## config.mk

```make
export PLATFORM = sky130hd
export DESIGN_NAME = keypad_scanner_flat
export DESIGN_NICKNAME = d
export VERILOG_FILES = /design/src/rtl/keypad_scanner_if.sv /design/src/rtl/keypad_scanner.sv /design/src/flat_wrapper.sv
export SDC_FILE = /design/constraint.sdc
export NUM_CORES = 1
export LEC_CHECK = 0
export BUFFER_PORTS_ARGS = -buffer_cell sky130_fd_sc_hd__buf_2
export CAP_MARGIN = 30
export CORE_ASPECT_RATIO = 0.6
export CORE_UTILIZATION = 40
export DETAILED_ROUTE_END_ITERATION = 16
export GPL_TIMING_DRIVEN = 1
export PLACE_DENSITY_LB_ADDON = 0.12
export SLEW_MARGIN = 20
export SYNTH_ARGS = -nofsm -noshare
export SYNTH_HDL_FRONTEND = slang
export SYNTH_SLANG_ARGS = --single-unit
```

## constraint.sdc

```tcl
create_clock -name clk -period 7.2 [get_ports clk]
set_input_delay 1.44 -clock clk [delete_from_list [all_inputs] [get_ports clk]]
set_output_delay 1.44 -clock clk [all_outputs]
set_load 0.02 [all_outputs]
```

## src/rtl/keypad_scanner_if.sv

```systemverilog
// keypad_scanner_if: keypad pins and decoded-key strobes shared between the
// keypad scanner (master) and the calculator controller side (slave).
interface keypad_scanner_if;
    logic [3:0] row_in;
    logic [3:0] col_out;
    logic       digit_valid;
    logic [3:0] digit;
    logic       op_valid;
    logic [1:0] op_code;
    logic       equal_valid;
    logic       clear_valid;
    logic       busy;

    modport master (
        input  row_in,
        output col_out, digit_valid, digit, op_valid, op_code,
               equal_valid, clear_valid, busy
    );

    modport slave (
        output row_in,
        input  col_out, digit_valid, digit, op_valid, op_code,
               equal_valid, clear_valid, busy
    );
endinterface

```

## src/rtl/keypad_scanner.sv

```systemverilog
// keypad_scanner: scans a 4x4 active-low matrix keypad, synchronises and
// debounces the rows, and emits one single-cycle strobe per accepted press.
// Optional feature: define KEYPAD_REPEAT_EN to add digit auto-repeat while a
// digit key stays held (REPEAT_DELAY / REPEAT_PERIOD only matter then).
module keypad_scanner #(
    parameter int SCAN_DIV        = 16,
    parameter int DEBOUNCE_CYCLES = 1000,
    parameter int REPEAT_DELAY    = 500000,
    parameter int REPEAT_PERIOD   = 100000
) (
    input  logic             clk,
    input  logic             reset,
    keypad_scanner_if.master kp
);
    localparam int DIV_W = (SCAN_DIV > 1) ? $clog2(SCAN_DIV) : 1;
    localparam int DEB_W = (DEBOUNCE_CYCLES > 1) ? $clog2(DEBOUNCE_CYCLES) : 1;
    localparam logic [DIV_W-1:0] DIV_MAX = DIV_W'(SCAN_DIV - 1);
    localparam logic [DEB_W-1:0] DEB_MAX = DEB_W'(DEBOUNCE_CYCLES - 1);

    typedef enum logic [2:0] {
        ST_SCAN        = 3'd0,
        ST_DEB_PRESS   = 3'd1,
        ST_EMIT        = 3'd2,
        ST_HOLD        = 3'd3,
        ST_DEB_RELEASE = 3'd4
    } state_t;

    // True when exactly one line of an active-low nibble is low.
    function automatic logic one_low(input logic [3:0] p);
        logic res_s;
        case (p)
            4'b1110, 4'b1101, 4'b1011, 4'b0111: res_s = 1'b1;
            default:                            res_s = 1'b0;
        endcase
        return res_s;
    endfunction

    // Index of the low line in a one-low nibble (0 for anything else).
    function automatic logic [1:0] low_index(input logic [3:0] p);
        logic [1:0] idx_s;
        case (p)
            4'b1101: idx_s = 2'd1;
            4'b1011: idx_s = 2'd2;
            4'b0111: idx_s = 2'd3;
            default: idx_s = 2'd0;
        endcase
        return idx_s;
    endfunction

    logic [3:0]       rs_meta_q, rs_q;
    state_t           state_q, state_d;
    logic [DIV_W-1:0] div_cnt_q, div_cnt_d;
    logic [DEB_W-1:0] deb_cnt_q, deb_cnt_d;
    logic [3:0]       pat_q, pat_d;
    logic [3:0]       col_q, col_d;
    logic             digit_valid_q, digit_valid_d;
    logic [3:0]       digit_q, digit_d;
    logic             op_valid_q, op_valid_d;
    logic [1:0]       op_code_q, op_code_d;
    logic             equal_valid_q, equal_valid_d;
    logic             clear_valid_q, clear_valid_d;
    logic             busy_q, busy_d;
    logic [1:0]       row_s, col_idx_s;
`ifdef KEYPAD_REPEAT_EN
    logic [31:0]      rpt_cnt_q, rpt_cnt_d;
    logic             rpt_first_q, rpt_first_d;
    logic             key_is_digit_s;
`endif

    // Two-flop synchroniser for the asynchronous keypad rows.
    always_ff @(posedge clk or posedge reset) begin
        if (reset) begin
            rs_meta_q <= 4'hF;
            rs_q      <= 4'hF;
        end else begin
            rs_meta_q <= kp.row_in;
            rs_q      <= rs_meta_q;
        end
    end

    // Next-state and output decode; strobes are computed one cycle ahead so
    // the registered strobe lines up with the EMIT state.
    always_comb begin
        state_d       = state_q;
        div_cnt_d     = div_cnt_q;
        deb_cnt_d     = deb_cnt_q;
        pat_d         = pat_q;
        col_d         = col_q;
        digit_valid_d = 1'b0;
        digit_d       = digit_q;
        op_valid_d    = 1'b0;
        op_code_d     = op_code_q;
        equal_valid_d = 1'b0;
        clear_valid_d = 1'b0;
        row_s         = low_index(pat_q);
        col_idx_s     = low_index(col_q);
        case (state_q)
            ST_SCAN: begin
                if (div_cnt_q == DIV_MAX) begin
                    div_cnt_d = '0;
                    if (one_low(rs_q)) begin
                        // column stays driven while the press is debounced
                        state_d   = ST_DEB_PRESS;
                        pat_d     = rs_q;
                        deb_cnt_d = '0;
                    end else begin
                        col_d = {col_q[2:0], col_q[3]};
                    end
                end else begin
                    div_cnt_d = div_cnt_q + {{(DIV_W-1){1'b0}}, 1'b1};
                end
            end
            ST_DEB_PRESS: begin
                if (rs_q != pat_q) begin
                    state_d   = ST_SCAN;
                    div_cnt_d = '0;
                    col_d     = {col_q[2:0], col_q[3]};
                end else if (deb_cnt_q == DEB_MAX) begin
                    state_d = ST_EMIT;
                    if (col_idx_s == 2'd3) begin
                        op_valid_d = 1'b1;
                        op_code_d  = row_s;
                    end else if ((row_s == 2'd3) && (col_idx_s == 2'd0)) begin
                        clear_valid_d = 1'b1;
                    end else if ((row_s == 2'd3) && (col_idx_s == 2'd2)) begin
                        equal_valid_d = 1'b1;
                    end else begin
                        digit_valid_d = 1'b1;
                        digit_d = (row_s == 2'd3) ? 4'd0 :
                                  ({2'b00, row_s} * 4'd3 + {2'b00, col_idx_s} + 4'd1);
                    end
                end else begin
                    deb_cnt_d = deb_cnt_q + {{(DEB_W-1){1'b0}}, 1'b1};
                end
            end
            ST_EMIT: begin
                state_d = ST_HOLD;
            end
            ST_HOLD: begin
                if (rs_q == 4'hF) begin
                    state_d   = ST_DEB_RELEASE;
                    deb_cnt_d = '0;
                end else begin
                    state_d = ST_HOLD;
                end
            end
            ST_DEB_RELEASE: begin
                if (rs_q != 4'hF) begin
                    state_d = ST_HOLD;
                end else if (deb_cnt_q == DEB_MAX) begin
                    state_d   = ST_SCAN;
                    div_cnt_d = '0;
                    col_d     = {col_q[2:0], col_q[3]};
                end else begin
                    deb_cnt_d = deb_cnt_q + {{(DEB_W-1){1'b0}}, 1'b1};
                end
            end
            default: begin
                state_d   = ST_SCAN;
                div_cnt_d = '0;
                col_d     = 4'b1110;
            end
        endcase
`ifdef KEYPAD_REPEAT_EN
        // rpt_cnt tracks cycles since EMIT (then since the last repeat);
        // any excursion out of HOLD restarts it.
        key_is_digit_s = (col_idx_s != 2'd3) && !((row_s == 2'd3) && (col_idx_s != 2'd1));
        rpt_cnt_d      = 32'd0;
        rpt_first_d    = 1'b1;
        if (state_q == ST_EMIT) begin
            rpt_cnt_d = 32'd1;
        end else if ((state_q == ST_HOLD) && (rs_q != 4'hF) && key_is_digit_s) begin
            if ((rpt_cnt_q + 32'd1) == (rpt_first_q ? 32'(REPEAT_DELAY) : 32'(REPEAT_PERIOD))) begin
                digit_valid_d = 1'b1;
                rpt_cnt_d     = 32'd0;
                rpt_first_d   = 1'b0;
            end else begin
                rpt_cnt_d   = rpt_cnt_q + 32'd1;
                rpt_first_d = rpt_first_q;
            end
        end else begin
            rpt_cnt_d = 32'd0;
        end
`endif
        busy_d = (state_d != ST_SCAN);
    end

    // State, counters and registered outputs.
    always_ff @(posedge clk or posedge reset) begin
        if (reset) begin
            state_q       <= ST_SCAN;
            div_cnt_q     <= '0;
            deb_cnt_q     <= '0;
            pat_q         <= 4'hF;
            col_q         <= 4'b1110;
            digit_valid_q <= 1'b0;
            digit_q       <= 4'd0;
            op_valid_q    <= 1'b0;
            op_code_q     <= 2'd0;
            equal_valid_q <= 1'b0;
            clear_valid_q <= 1'b0;
            busy_q        <= 1'b0;
`ifdef KEYPAD_REPEAT_EN
            rpt_cnt_q     <= 32'd0;
            rpt_first_q   <= 1'b1;
`endif
        end else begin
            state_q       <= state_d;
            div_cnt_q     <= div_cnt_d;
            deb_cnt_q     <= deb_cnt_d;
            pat_q         <= pat_d;
            col_q         <= col_d;
            digit_valid_q <= digit_valid_d;
            digit_q       <= digit_d;
            op_valid_q    <= op_valid_d;
            op_code_q     <= op_code_d;
            equal_valid_q <= equal_valid_d;
            clear_valid_q <= clear_valid_d;
            busy_q        <= busy_d;
`ifdef KEYPAD_REPEAT_EN
            rpt_cnt_q     <= rpt_cnt_d;
            rpt_first_q   <= rpt_first_d;
`endif
        end
    end

    assign kp.col_out     = col_q;
    assign kp.digit_valid = digit_valid_q;
    assign kp.digit       = digit_q;
    assign kp.op_valid    = op_valid_q;
    assign kp.op_code     = op_code_q;
    assign kp.equal_valid = equal_valid_q;
    assign kp.clear_valid = clear_valid_q;
    assign kp.busy        = busy_q;
endmodule

```

## src/flat_wrapper.sv

```systemverilog
// flat-port wrapper written by rule: the top's interface ports become plain ports
module keypad_scanner_flat 
#(
    parameter int SCAN_DIV        = 16,
    parameter int DEBOUNCE_CYCLES = 1000,
    parameter int REPEAT_DELAY    = 500000,
    parameter int REPEAT_PERIOD   = 100000
)
  (clk, reset, kp_row_in, kp_col_out, kp_digit_valid, kp_digit, kp_op_valid, kp_op_code, kp_equal_valid, kp_clear_valid, kp_busy);
  keypad_scanner_if kp_i ();
  input  logic clk;
  input  logic reset;
  input wire logic [$bits(kp_i.row_in)-1:0] kp_row_in;
  output wire logic [$bits(kp_i.col_out)-1:0] kp_col_out;
  output wire logic [$bits(kp_i.digit_valid)-1:0] kp_digit_valid;
  output wire logic [$bits(kp_i.digit)-1:0] kp_digit;
  output wire logic [$bits(kp_i.op_valid)-1:0] kp_op_valid;
  output wire logic [$bits(kp_i.op_code)-1:0] kp_op_code;
  output wire logic [$bits(kp_i.equal_valid)-1:0] kp_equal_valid;
  output wire logic [$bits(kp_i.clear_valid)-1:0] kp_clear_valid;
  output wire logic [$bits(kp_i.busy)-1:0] kp_busy;
  assign kp_i.row_in = kp_row_in;
  assign kp_col_out = kp_i.col_out;
  assign kp_digit_valid = kp_i.digit_valid;
  assign kp_digit = kp_i.digit;
  assign kp_op_valid = kp_i.op_valid;
  assign kp_op_code = kp_i.op_code;
  assign kp_equal_valid = kp_i.equal_valid;
  assign kp_clear_valid = kp_i.clear_valid;
  assign kp_busy = kp_i.busy;
  keypad_scanner #(.SCAN_DIV(SCAN_DIV), .DEBOUNCE_CYCLES(DEBOUNCE_CYCLES), .REPEAT_DELAY(REPEAT_DELAY), .REPEAT_PERIOD(REPEAT_PERIOD)) u_core (.clk(clk), .reset(reset), .kp(kp_i));
endmodule
```

==> metrics.md <==
| Metric | Value |
|---|---|
| Final Hold Viols | `0` |
| CP Launch Type | `flip-flop` |
| Post-Syn Area | `2380 µm²` |
| Worst hold stages | `0` |
| Final #Nets | `about 260` |
| FFs w/ async S/R, synth | `between 90% and 100%` |
| Outcome | `complete, no violations` |
| Hold path start | `u_core.rs_meta_q[2]` |
| Crit. End Element | `primary output` |
| Io pins | `21` |
| Ant. Diodes | `0` |
| Pwr Density | `~220 nW/µm²` |
| Logic pwr share | `17.9%` |
| Port buffer count | `20` |
| R2r startpoint | `u_core.pat_q[3]` |
| Placed wire-length estimate | `~3400 µm` |
| Worst path max stage delay | `660 ps` |
| Post-Synthesis Cells | `230` |
| Worst-path fanout max | `11` |
| Maximum vdd drop | `around 0.00013 V` |
| Top area cells in the synthesized netlist | `dfrtp_1 (31%), dfstp_2 (17%), o31ai_1 (4.1%), xor2_1 (3.7%), ha_1 (3.2%)` |
| First-pass GRT wire length | `approximately 8000 µm` |
| Clock power frac | `approximately 28%` |
| Levels on crit path | `1` |
| CTS tree | `yes` |
| EDFF count, synth | `0` |
| # setup viols final | `0` |
| Critical Path RT | `5760 ps` |
| Power Internal | `412 µW` |
| CTS Root Cell | `clkbuf_8` |
| Max-slew violation count | `0` |
| # DRC | `0` |
| Clock Path Buffers | `2` |
| Most frequent cell after synthesis | `dfrtp_1` |
| Net Sw Frac | `between 20% and 30%` |
| Min Tclk post-route | `between 2000 and 3000 ps` |
| Mapped Nets | `approximately 240` |
| Via Count | `1729` |
| Clk slew on worst S/H paths | `~90 ps` |
| DRT antenna net count | `0` |
| Area leader, netlist | `dfrtp_1` |
| Leakage power | `1.22 nW` |
| Worst-path cell chain | `buf_2` |
| Ys Warns | `0` |
| R2R cell count | `9` |
| Starting Density | `between 40 and 50%` |
| Iter 0 DRT Violations | `between 100 and 150` |
| Ys flop type | `dfrtp_1` |
| Commonest cells post-synth | `dfrtp_1 (29), nand2_1 (20), dfstp_2 (15), nor2_1 (15)` |
| # clock sinks | `44` |
| Later-pin clock latency in the skew report | `approximately 300 ps` |
| Hold bufs inserted after CTS | `0` |
| WHS | `359 ps` |
| TritonRoute pass-1 iters | `4` |
| Drt total wl | `4750 µm` |
| Die X | `between 100 and 150 µm` |
| Sequential Power Share | `between 50% and 60%` |
| Max_cap viols | `0` |
| Mean area per synthesized cell | `a little over 10 µm²` |
| Final cycle utilization of the critical path | `between 30% and 40%` |
| Sw Pwr | `approximately 170 µW` |
| Placer Congestion | `about 0.7` |
| DR vias/cell | `about 5.2` |
| Share of layout cells above drive strength 1 | `between 20% and 30%` |
| Worst Path Arrival | `about 1200 ps` |
| Total track usage | `around 17%` |
| Worst slew pin tran | `around 600 ps` |
| Sequential fraction of the synthesis area | `~47%` |
| Unique cell type count in the Yosys netlist | `46` |
| RSZ-0062 raised after global routing | `false` |
| Worst Setup Path Type | `reg -> out` |
| Total gr overflow | `0` |
| Die area | `between 6000 and 7000 µm²` |
| CP max stage cell | `dfstp_2` |
| Setup TNS | `0 ps` |
| Synthesis-to-layout area growth | `10.9%` |
| H-tree depth | `2` |
| Flops & latches, synth | `44` |
| Peak Freq | `0.385 GHz` |
| Cell family with most CP delay | `flip-flops` |
| Post-CTS Repair Setup Buffers | `0` |
| Cts bufs inserted | `5` |
| WL/cell | `about 14 µm` |
| CORE AREA | `between 5000 and 6000 µm²` |
| Top cell type's share of synthesized area | `30.5%` |
| Crit path launch | `u_core.kp.col_out[1]` |
| Num rows | `21` |
| Initial antenna violation count | `0` |
| Skew final | `approximately 11 ps` |
| Pin count of the biggest net entering global routing | `45` |
| Vias in the first global route | `between 1500 and 2000` |
| Die H | `between 60 and 70 µm` |
| Post-CTS Resized | `0` |
| Worst min path class | `reg -> reg` |
| Relative slew slack | `60.3%` |
| Worst path buffer plus inverter count | `1` |
cells in the final DEF, fill, tap and decap left out, types with 2 or more instances in the layout:
master and n:
mux2_1 3, nor2b_1 2, and3_1 2, a31oi_1 4, o21ai_0 13, ha_1 6, nor3b_1 2, nor3_1 5
o31ai_1 13, mux2_2 6, a211oi_1 2, nand3_1 7, clkbuf_8 6, dfstp_2 15, inv_1 10, nand2_1 20
buf_2 20, and2_1 2, o41ai_1 3, nand4_1 4, dfrtp_1 29, nand4b_1 4, buf_4 2, xor2_1 10
or3_1 3, a21oi_1 5, a22o_1 3, fa_1 2, a21o_1 3, o21ai_1 3, o41ai_2 3, nor2_1 15
nand2b_1 8
flip-flops by register name (all words and copies together), names as in the netlist, 2 cells and up:
signal and count:
u_core.kp.col_out 4, u_core.rs_q 4, u_core.pat_q 4, u_core.rs_meta_q 4, u_core.kp.digit 4, u_core.deb_cnt_q 10, u_core.state_q 3, u_core.kp.op_code 2
u_core.div_cnt_q 4
metal layers:
layer | track usage (%) | part of all wire (%)
met2 | 22.7 | 38
met3 | 4.36 | 2.4
met1 | 27.3 | 59
met5 | 0 | 0
met4 | 3.73 | 0.44
worst paths after layout:
check / end / slack, ps
hold / removal: u_core.rs_q[2] / 360
setup reg to reg: u_core.kp.digit[3] / 4660
min in group asynchronous: u_core.kp.digit[1] / 1260
setup / recovery: kp_col_out[1] / 4600
max in group asynchronous: u_core.kp.col_out[1] / 5540
hold reg to reg: u_core.rs_q[2] / 360
cell type report:
class / count / area, µm²
clock buffers: 7 / 86.3
clock inverters: 1 / 7.51
fillers: 535 / 3010
inverters: 11 / 41.3
multi-input cells: 165 / 1170
flip-flops and latches: 44 / 1120
well taps: 80 / 100
repair buffers: 22 / 115
power by group through the flow:
| stage | registers [mW] | clock network, mW | logic [mW] |
|---|---|---|---|
| after floorplan | 0.310 | 0 | 0.0853 |
| after global placement | 0.317 | 0 | 0.103 |
| after detailed placement | 0.318 | 0 | 0.104 |
| after CTS | 0.314 | 0.170 | 0.105 |
| after global routing | 0.320 | 0.182 | 0.118 |
| final | 0.314 | 0.165 | 0.104 |
kinds of logic after synthesis:
family,after synthesis,share of synthesized area (%)
xor+xnor,11,4.05
fa+ha+maj,8,4.84
mux,10,4.68
compound gates,54,16.6
buf+inv,21,3.79
simple gates,82,18.9
flops,44,47.1
stage by stage:
stage / cells / power (mW) / utilization, % / cell area [µm²] / setup WS (ps)
after detailed placement: 322 / 0.422 / 45.0 / 2540 / 4690
after global placement: 322 / 0.420 / 45.0 / 2540 / 4790
final: 330 / 0.582 / 46.7 / 2640 / 4600
after floorplan: 230 / 0.396 / - / 2380 / 4740
after CTS: 330 / 0.589 / 46.7 / 2640 / 4590
after global routing: 330 / 0.619 / 46.7 / 2640 / 4510
Power figures use the tool's default switching activity.
